### src/rtl/ks_note_sequencer.sv
// ks_note_sequencer: step sequencer driving the Karplus-Strong string voice.
// Holds a per-step {period, dynamics, duration} pattern memory written from
// the register map and, once started, plays each step for duration x (tempo+1)
// sample ticks. Every step begins with a registered pluck pulse.
module ks_note_sequencer #(
   parameter int unsigned NUM_STEPS   = 16,
   parameter int unsigned DATA_WIDTH  = 8,
   parameter int unsigned TEMPO_WIDTH = 16,
   parameter int unsigned PLUCK_LEN   = 4,
   localparam int unsigned SW         = $clog2(NUM_STEPS)
) (
   input  logic                   clk_i,
   input  logic                   rst_i,
   input  logic                   tick_i,
   input  logic                   wr_en_i,
   input  logic [SW+1:0]          wr_addr_i,
   input  logic [DATA_WIDTH-1:0]  wr_data_i,
   input  logic                   start_i,
   input  logic                   stop_i,
   input  logic                   loop_en_i,
   input  logic [SW:0]            length_i,
   input  logic [TEMPO_WIDTH-1:0] tempo_i,
   output logic [DATA_WIDTH-1:0]  period_o,
   output logic [DATA_WIDTH-1:0]  dynamics_R_o,
   output logic                   pluck_o,
   output logic                   busy_o,
   output logic [SW-1:0]          step_o,
   output logic                   done_o
);

   localparam int unsigned PW = $clog2(PLUCK_LEN + 1);
   localparam logic [PW-1:0] PLUCK_END  = PW'(PLUCK_LEN);
   localparam logic [PW-1:0] PLUCK_LAST = PW'(PLUCK_LEN - 1);
   localparam logic [DATA_WIDTH:0] DUR_FULL = {1'b1, {DATA_WIDTH{1'b0}}};
   localparam logic [DATA_WIDTH:0] DUR_ONE  = (DATA_WIDTH + 1)'(1);
   localparam logic [SW:0] LEN_MAX = (SW + 1)'(NUM_STEPS);
   localparam logic [SW:0] STEP_INC = (SW + 1)'(1);

   typedef enum logic [1:0] {
      ST_IDLE,
      ST_LOAD,
      ST_PLAY
   } state_t;

   state_t                 state_q, state_d;
   logic [SW-1:0]          step_q, step_d;
   logic [SW:0]            len_q, len_d;
   logic [TEMPO_WIDTH-1:0] tempo_q, tempo_d;
   logic [DATA_WIDTH:0]    dur_cnt_q, dur_cnt_d;
   logic [TEMPO_WIDTH-1:0] unit_cnt_q, unit_cnt_d;
   logic [PW-1:0]          pluck_cnt_q, pluck_cnt_d;
   logic [DATA_WIDTH-1:0]  period_q, period_d;
   logic [DATA_WIDTH-1:0]  dyn_q, dyn_d;
   logic                   pluck_q, pluck_d;
   logic                   busy_q, busy_d;
   logic                   done_q, done_d;

   logic [DATA_WIDTH-1:0]  mem_period [NUM_STEPS];
   logic [DATA_WIDTH-1:0]  mem_dyn    [NUM_STEPS];
   logic [DATA_WIDTH-1:0]  mem_dur    [NUM_STEPS];

   logic [SW-1:0]          wr_step;
   logic [1:0]             wr_field;
   logic [DATA_WIDTH-1:0]  rd_period, rd_dyn, rd_dur;
   logic [SW:0]            step_next;

   assign wr_step   = wr_addr_i[SW+1:2];
   assign wr_field  = wr_addr_i[1:0];
   assign rd_period = mem_period[step_q];
   assign rd_dyn    = mem_dyn[step_q];
   assign rd_dur    = mem_dur[step_q];
   assign step_next = {1'b0, step_q} + STEP_INC;

   // Pattern memory: unreset, writable in any state, field 3 dropped.
   always_ff @(posedge clk_i) begin
      if (wr_en_i) begin
         case (wr_field)
            2'd0:    mem_period[wr_step] <= wr_data_i;
            2'd1:    mem_dyn[wr_step]    <= wr_data_i;
            2'd2:    mem_dur[wr_step]    <= wr_data_i;
            default: ;
         endcase
      end
   end

   // Next-state and next-output logic; stop overrides everything else.
   always_comb begin
      state_d     = state_q;
      step_d      = step_q;
      len_d       = len_q;
      tempo_d     = tempo_q;
      dur_cnt_d   = dur_cnt_q;
      unit_cnt_d  = unit_cnt_q;
      pluck_cnt_d = pluck_cnt_q;
      period_d    = period_q;
      dyn_d       = dyn_q;
      pluck_d     = pluck_q;
      done_d      = 1'b0;

      if (stop_i) begin
         state_d = ST_IDLE;
         pluck_d = 1'b0;
      end else begin
         case (state_q)
            ST_IDLE: begin
               if (start_i && (length_i != '0)) begin
                  state_d = ST_LOAD;
                  step_d  = '0;
                  len_d   = (length_i > LEN_MAX) ? LEN_MAX : length_i;
                  tempo_d = tempo_i;
               end
            end
            ST_LOAD: begin
               state_d     = ST_PLAY;
               period_d    = rd_period;
               dyn_d       = rd_dyn;
               pluck_d     = 1'b1;
               dur_cnt_d   = (rd_dur == '0) ? DUR_FULL : {1'b0, rd_dur};
               unit_cnt_d  = '0;
               pluck_cnt_d = '0;
            end
            ST_PLAY: begin
               if (tick_i) begin
                  if (pluck_cnt_q != PLUCK_END) begin
                     pluck_cnt_d = pluck_cnt_q + 1'b1;
                     if (pluck_cnt_q == PLUCK_LAST) begin
                        pluck_d = 1'b0;
                     end
                  end
                  if (unit_cnt_q == tempo_q) begin
                     unit_cnt_d = '0;
                     dur_cnt_d  = dur_cnt_q - 1'b1;
                     if (dur_cnt_q == DUR_ONE) begin
                        // Step ends on this tick; a still-running pluck is cut short.
                        pluck_d = 1'b0;
                        if (step_next < len_q) begin
                           step_d  = step_next[SW-1:0];
                           state_d = ST_LOAD;
                        end else if (loop_en_i) begin
                           step_d  = '0;
                           state_d = ST_LOAD;
                        end else begin
                           state_d = ST_IDLE;
                           done_d  = 1'b1;
                        end
                     end
                  end else begin
                     unit_cnt_d = unit_cnt_q + 1'b1;
                  end
               end
            end
            default: state_d = ST_IDLE;
         endcase
      end

      busy_d = (state_d != ST_IDLE);
   end

   // State, counters and registered outputs.
   always_ff @(posedge clk_i) begin
      if (rst_i) begin
         state_q     <= ST_IDLE;
         step_q      <= '0;
         len_q       <= '0;
         tempo_q     <= '0;
         dur_cnt_q   <= '0;
         unit_cnt_q  <= '0;
         pluck_cnt_q <= '0;
         period_q    <= '0;
         dyn_q       <= '0;
         pluck_q     <= 1'b0;
         busy_q      <= 1'b0;
         done_q      <= 1'b0;
      end else begin
         state_q     <= state_d;
         step_q      <= step_d;
         len_q       <= len_d;
         tempo_q     <= tempo_d;
         dur_cnt_q   <= dur_cnt_d;
         unit_cnt_q  <= unit_cnt_d;
         pluck_cnt_q <= pluck_cnt_d;
         period_q    <= period_d;
         dyn_q       <= dyn_d;
         pluck_q     <= pluck_d;
         busy_q      <= busy_d;
         done_q      <= done_d;
      end
   end

   assign period_o     = period_q;
   assign dynamics_R_o = dyn_q;
   assign pluck_o      = pluck_q;
   assign busy_o       = busy_q;
   assign step_o       = step_q;
   assign done_o       = done_q;

endmodule

### config.mk
export PLATFORM = sky130hd
export DESIGN_NAME = ks_note_sequencer
export DESIGN_NICKNAME = d
export VERILOG_FILES = /design/src/rtl/ks_note_sequencer.sv
export SDC_FILE = /design/constraint.sdc
export NUM_CORES = 1
export LEC_CHECK = 0
export CAP_MARGIN = 20
export CORE_MARGIN = 3
export CORE_UTILIZATION = 40
export DETAILED_ROUTE_END_ITERATION = 8
export PLACE_DENSITY = 0.55
export SYNTH_ARGS = -nofsm -noshare
export SYNTH_HDL_FRONTEND = slang
export SYNTH_SLANG_ARGS = --single-unit
### constraint.sdc
create_clock -name clk_i -period 3.6 [get_ports clk_i]
set_clock_uncertainty 0.1 [all_clocks]
set_input_delay 0.72 -clock clk_i [delete_from_list [all_inputs] [get_ports clk_i]]
set_output_delay 0.72 -clock clk_i [all_outputs]
set_load 0.01 [all_outputs]
Word-level counts from Yosys, hierarchy flattened
Memories as Yosys holds them, arrays and structs flattened. A register that Yosys moved wholly into a read port is not among the register bits. Index checks and enable logic that the tools add are counted.

Word-level logic and storage cells: 99. Memories kept: 3. Flip-flop bits (word level): 58. Output and inout bits: 23. Input bits: 42. RAM bits: 384.

Memories: mem_dur (words 16, width 8, rd ports 1, clocked after memory_dff 1, write ports 1, RTL line 60) `logic [DATA_WIDTH-1:0] mem_dur [NUM_STEPS];`; mem_dyn (words 16, width 8, rd ports 1, clocked after memory_dff 1, write ports 1, RTL line 59) `logic [DATA_WIDTH-1:0] mem_dyn [NUM_STEPS];`; mem_period (words 16, width 8, rd ports 1, clocked after memory_dff 1, write ports 1, RTL line 58) `logic [DATA_WIDTH-1:0] mem_period [NUM_STEPS];`.

Equal/unequal tests: 14. Add/sub/neg operators: 4. Bitwise logic cells: 5. $lt $le $gt $ge: 2. Reductions and logical operators: 17. Muxes and demuxes: 44.

Operators with widths (count): 16-bit two-way mux (2); 4-bit two-way mux (8); 16-bit case mux with 2 select lines (1); 9-bit two-way mux (3); 9-bit case mux with 2 select lines (1); 1-bit two-way mux (17); 16-bit by 1-bit adder with 16-bit output, second input constant (1); 16-bit == test (1); 2-bit two-way mux (5); 2-bit != test, second input constant (5); 9-bit by 1-bit == test with 1-bit output, second input constant (1); 9-bit by 1-bit subtractor with 9-bit output, second input constant (1); 8-bit zero test (1); 4-bit case mux with 2 select lines (1); 4-bit AND reduction (2); 7-bit AND reduction (1); 7-bit OR reduction (1); 3-bit two-way mux (2); 3-bit != test, second input constant (2); 2-bit case mux with 3 select lines (1); 3-bit case mux with 2 select lines (1); 3-bit AND reduction (2); 2-bit nonzero test (3); 4-bit by 1-bit adder with 5-bit output, second input constant (1); 14 further kinds (22).

Depth between registers and ports, before layout
Word-level depth: 9. Gate-level depth with buffers: 10. Mapped depth without buffers: 10.

Worst setup path before layout
OpenSTA, ideal clock, no wires.

Path kind: reg2reg. Start: reg step_q[1] (netlist: step_o[1]). End: reg (tool-made name). Clock period less this slack: 2.908 ns. Setup slack: 0.692 ns. Data arrival time: 2.681 ns. Cell stages (with the launch flop): 10. Library setup time: 0.128 ns. Buffers on the path: 2. Required time: 3.372 ns. Cells stage by stage: dfxtp_1 > clkbuf_1 > clkbuf_1 > nand3_1 > xnor2_1 > ha_1 > a211oi_1 > or3_1 > a31o_4 > mux2_1.

RTL lines: start: declaration (RTL line 46) `logic [SW-1:0] step_q, step_d;`; start signal: assignment (RTL line 176) `step_q <= step_d;`.

Worst setup path in the final report
Start: reg step_q[1] (netlist: step_o[1]). End: out step_o[1].

RTL lines: end: declaration (RTL line 27) `output logic [SW-1:0] step_o,`.

No word-level cell between the ends.

==> results by group <==
GRT
  – Grt total ovfl: 0
  – Number of global-route vias before repair: 10100
  – Peak-usage layer in the global routing report: met2
  – Antenna violations before repair: 2
  – Grt met1 use: approximately 25%
  – Met3 GRT Util: 2.96%
  – Wire length of the first global-routing pass: around 65000 um
  – GR Util All Layers: between 10% and 20%
  – Global Route met2 Usage: 27.5%
  – Maximum number of pins on one net before global-route repair: 67

Drt
  – Wirelength, routed: between 40000 and 50000 um
  – DRC Markers: 0
  – DRT antenna net count: 0
  – 1st-pass router iterations: 5
  – Iteration-0 DRC Markers: ~890
  – Vias: 9854
  – Wire per inst: around 23 um
  – Routed vias/inst: approximately 5.3

Timing
  – Worst slew pin tran: roughly 1100 ps
  – Slew Viols, Final: 0
  – Setup repair after global routing missed its margin: false
  – Final critical path time including I/O delays and setup: approximately 3300 ps
  – Final period utilization: between 90% and 100%
  – Headroom to the max-slew limit: about 30%
  – Fin. Hold Viols: 0
  – Setup Viol. Count Final: 0
  – Maximum frequency from static timing analysis: 306 MHz
  – Sum of negative setup slack: 0 ps

Outcome
  – Result of the run: complete, no violations

Clocking
  – Cts bufs inserted: 49
  – Insertion delay to the later sink of the worst-skew pair: 580 ps
  – H-tree lvl count: 2
  – Reg clk slew, reported paths: 60 ps
  – Post-CTS setup repair buffer count: 0
  – CTS sink cnt: 462
  – Hold buffer count at CTS: 0
  – Cell at the root of the clock tree: sky130_fd_sc_hd__clkbuf_16
  – Post-cts repair resize count: 0
  – Clock buffer depth: 3
  – CTS tree: built

Layout
  – Diode count: 0
  – Final nets: ~1300
  – Area added between synthesis and finish: 17.3%
  – Post-layout util: a little under half
  – Fraction of final layout cells with drive strength greater than 1: between 20% and 30%

Setup path
  – Destination of the critical timing path: step_o[1]
  – Worst r2r dst: step_o[1]
  – FF-to-FF Start: step_o[0]
  – Critical Path Start: step_o[1]
  – Worst endpoint data arrival time: 2450 ps
  – Setup crit end kind: output pin
  – Worst R2R Path Depth: 10
  – Critical path peak fanout: 66
  – Crit path kind: register to output pin
  – Bufs and invs on worst path: 2
  – Worst stage delay on the critical path: between 800 and 900 ps
  – Startpoint type of the worst setup path: register
  – Ordered list of cells on the worst path: buf_4, clkdlybuf4s50_1
  – Req. time, crit path: around 2800 ps
  – Critical Path Stages: 2
  – Register-to-register setup slack: between 700 and 800 ps
  – Kind of cell adding the most delay to the critical path: buffers and inverters
  – Slowest CP cell: sky130_fd_sc_hd__buf_4

Floorplanning
  – Die extent in y: 221 um
  – Standard-cell rows: between 70 and 80
  – Core region area: around 46000 um^2
  – Full die area: ~49000 um^2
  – Width of the die: about 220 um
  – Initial Util: approximately two fifths
  – I/O pins: 65

Placement
  – Estimated wirelength of the detail-placed design: around 25000 um
  – Global placement routability congestion: 0.785
  – I/O Buffers: 64

Synthesis
  – Post-Synthesis Net Count: between 1000 and 1500
  – Synthesized-area fraction occupied by xor and xnor cells: 1.61%
  – Sequential area share after synthesis: between 70% and 80%
  – Portion of synthesized cell area occupied by the leading cell type: just over 60%
  – Area of the mapped netlist: 18500 um^2
  – Library cell with the largest summed area after synthesis: sky130_fd_sc_hd__edfxtp_1
  – Number of synthesized flops with an enable pin: approximately 380
  – Average size of a mapped cell: between 15 and 20 um^2
  – Area share of fa/ha/maj cells after synthesis: 1.01%
  – Most instantiated cells after synthesis: sky130_fd_sc_hd__edfxtp_1 (384), sky130_fd_sc_hd__mux4_2 (110), sky130_fd_sc_hd__nor2_1 (105), sky130_fd_sc_hd__dfxtp_1 (78), sky130_fd_sc_hd__nand2_1 (62)
  – Simple-gate share of the synthesized area: under 10%
  – Number of unique standard cell types used by synthesis: 58
  – Main combinational cell family by area after synthesis: multiplexers
  – Primary FF master, synth: sky130_fd_sc_hd__edfxtp_1
  – Count leader, synth: sky130_fd_sc_hd__edfxtp_1
  – Fraction of registers with async set/reset: 0%
  – Flip-flop and latch count after synthesis: between 400 and 500
  – Count of warnings emitted by yosys: 0
  – Proportion of synthesized area in mux cells: around 15%
  – Synthesized-area fraction occupied by ao, oa, aoi and oai cells: between 3 and 4%
  – Cells after synthesis: about 1100
  – Top cells by area in the synthesized netlist: sky130_fd_sc_hd__edfxtp_1 (62%), sky130_fd_sc_hd__mux4_2 (13%), sky130_fd_sc_hd__dfxtp_1 (8.4%)

Run
  – Maximum capacitance violations: 0

Pwr
  – Power density over the cells: 505 nW/um^2
  – Worst vdd rail ir drop: around 470 uV
  – Static Leak: 6.99 nW
  – Sum of internal, switching and leakage power: ~11 mW

Hold path
  – HP Class: register to register
## sequential cells by signal, summed over array words and instances, names as in the netlist, named ones only
register	count
busy_o	1
done_o	1
dur_cnt_q	9
dynamics_R_o	8
len_q	5
mem_dur	128
mem_dyn	128
mem_period	128
period_o	8
pluck_cnt_q	3
pluck_o	1
state_q	2
step_o	4
tempo_q	16
unit_cnt_q	16
## metal layers
metal  vias up  routed length [um]
met5         -                  23
met4         4                 773
met3        54                1980
met2       233               19800
met1      5073               19700
li1       4490                   -
## placed cells by master, fill, tap and decap left out, drive strengths merged, types with 14 or more instances in the layout
| cell | n |
|---|---|
| o21ai | 14 |
| clkdlybuf4s50 | 56 |
| a21oi | 38 |
| edfxtp | 384 |
| nor2 | 105 |
| clkinv | 24 |
| ha | 15 |
| nand4 | 14 |
| xnor2 | 24 |
| nand3 | 16 |
| mux2i | 22 |
| clkbuf | 64 |
| buf | 79 |
| dfxtp | 78 |
| nand2 | 62 |
| mux4 | 113 |
| inv | 18 |
## worst min-delay path by stage
stage                          from         endpoint  slack [ps]  cells after the start
finish                  period_o[2]      period_o[2]         360                      2
global route            period_o[2]      period_o[2]         380                      2
CTS                 dynamics_R_o[7]  dynamics_R_o[7]         360                      2
detailed placement  dynamics_R_o[7]  dynamics_R_o[7]         360                      2
global placement    dynamics_R_o[6]  dynamics_R_o[6]         350                      2
floorplan              dur_cnt_q[6]     dur_cnt_q[6]         350                      2
## cell type report
| cell class | instances | area (um^2) |
|---|---|---|
| clock inverters | 28 | 213 |
| flip-flops and latches | 462 | 13100 |
| clock buffers | 64 | 1310 |
| inverters | 17 | 63.8 |
| fillers | 3849 | 23800 |
| multi-input cells | 543 | 5150 |
| well taps | 600 | 751 |
| repair buffers | 135 | 1170 |
## logic make-up (layout without fill, tap and decap cells)
| kind of cell | Yosys count | count (layout) |
|---|---|---|
| adders and majority gates | 15 | 15 |
| DFF | 462 | 462 |
| AOI/OAI and AO/OA | 87 | 87 |
| xor gates and xnor gates | 34 | 34 |
| muxes | 139 | 139 |
| and+or+nand+nor | 268 | 268 |
| buffers and inverters | 69 | 244 |
## power breakdown
part           internal (mW)  switching [mW]  leakage (nW)
clock network           2.73            2.04         0.755
registers               5.84          0.0236          4.09
logic                  0.130           0.233          2.15
total                   8.69            2.30          6.99
## metrics by stage
stage / area, um^2 / setup slack (ps) / instances / hold WS, ps
2_1_floorplan: 18500 / 692 / 1074 / 349
3_3_place_gp: 20200 / 669 / 1756 / 349
3_5_place_dp: 20200 / 666 / 1756 / 356
4_1_cts: 21700 / 269 / 1848 / 364
5_1_grt: 21800 / 228 / 1849 / 382
6_report: 21800 / 333 / 1849 / 359
## worst reg2reg max path: stages, from the launching register on
cell and delay, ps:
sky130_fd_sc_hd__dfxtp_4 360, sky130_fd_sc_hd__ha_1 220, sky130_fd_sc_hd__nor2b_1 140, sky130_fd_sc_hd__or2_2 270, sky130_fd_sc_hd__ha_1 290, sky130_fd_sc_hd__a21oi_1 140
sky130_fd_sc_hd__o21ai_1 80, sky130_fd_sc_hd__a211oi_1 410, sky130_fd_sc_hd__or3_1 220, sky130_fd_sc_hd__a31o_4 190, sky130_fd_sc_hd__mux2_1 340
(Power assumes the default switching activity.)
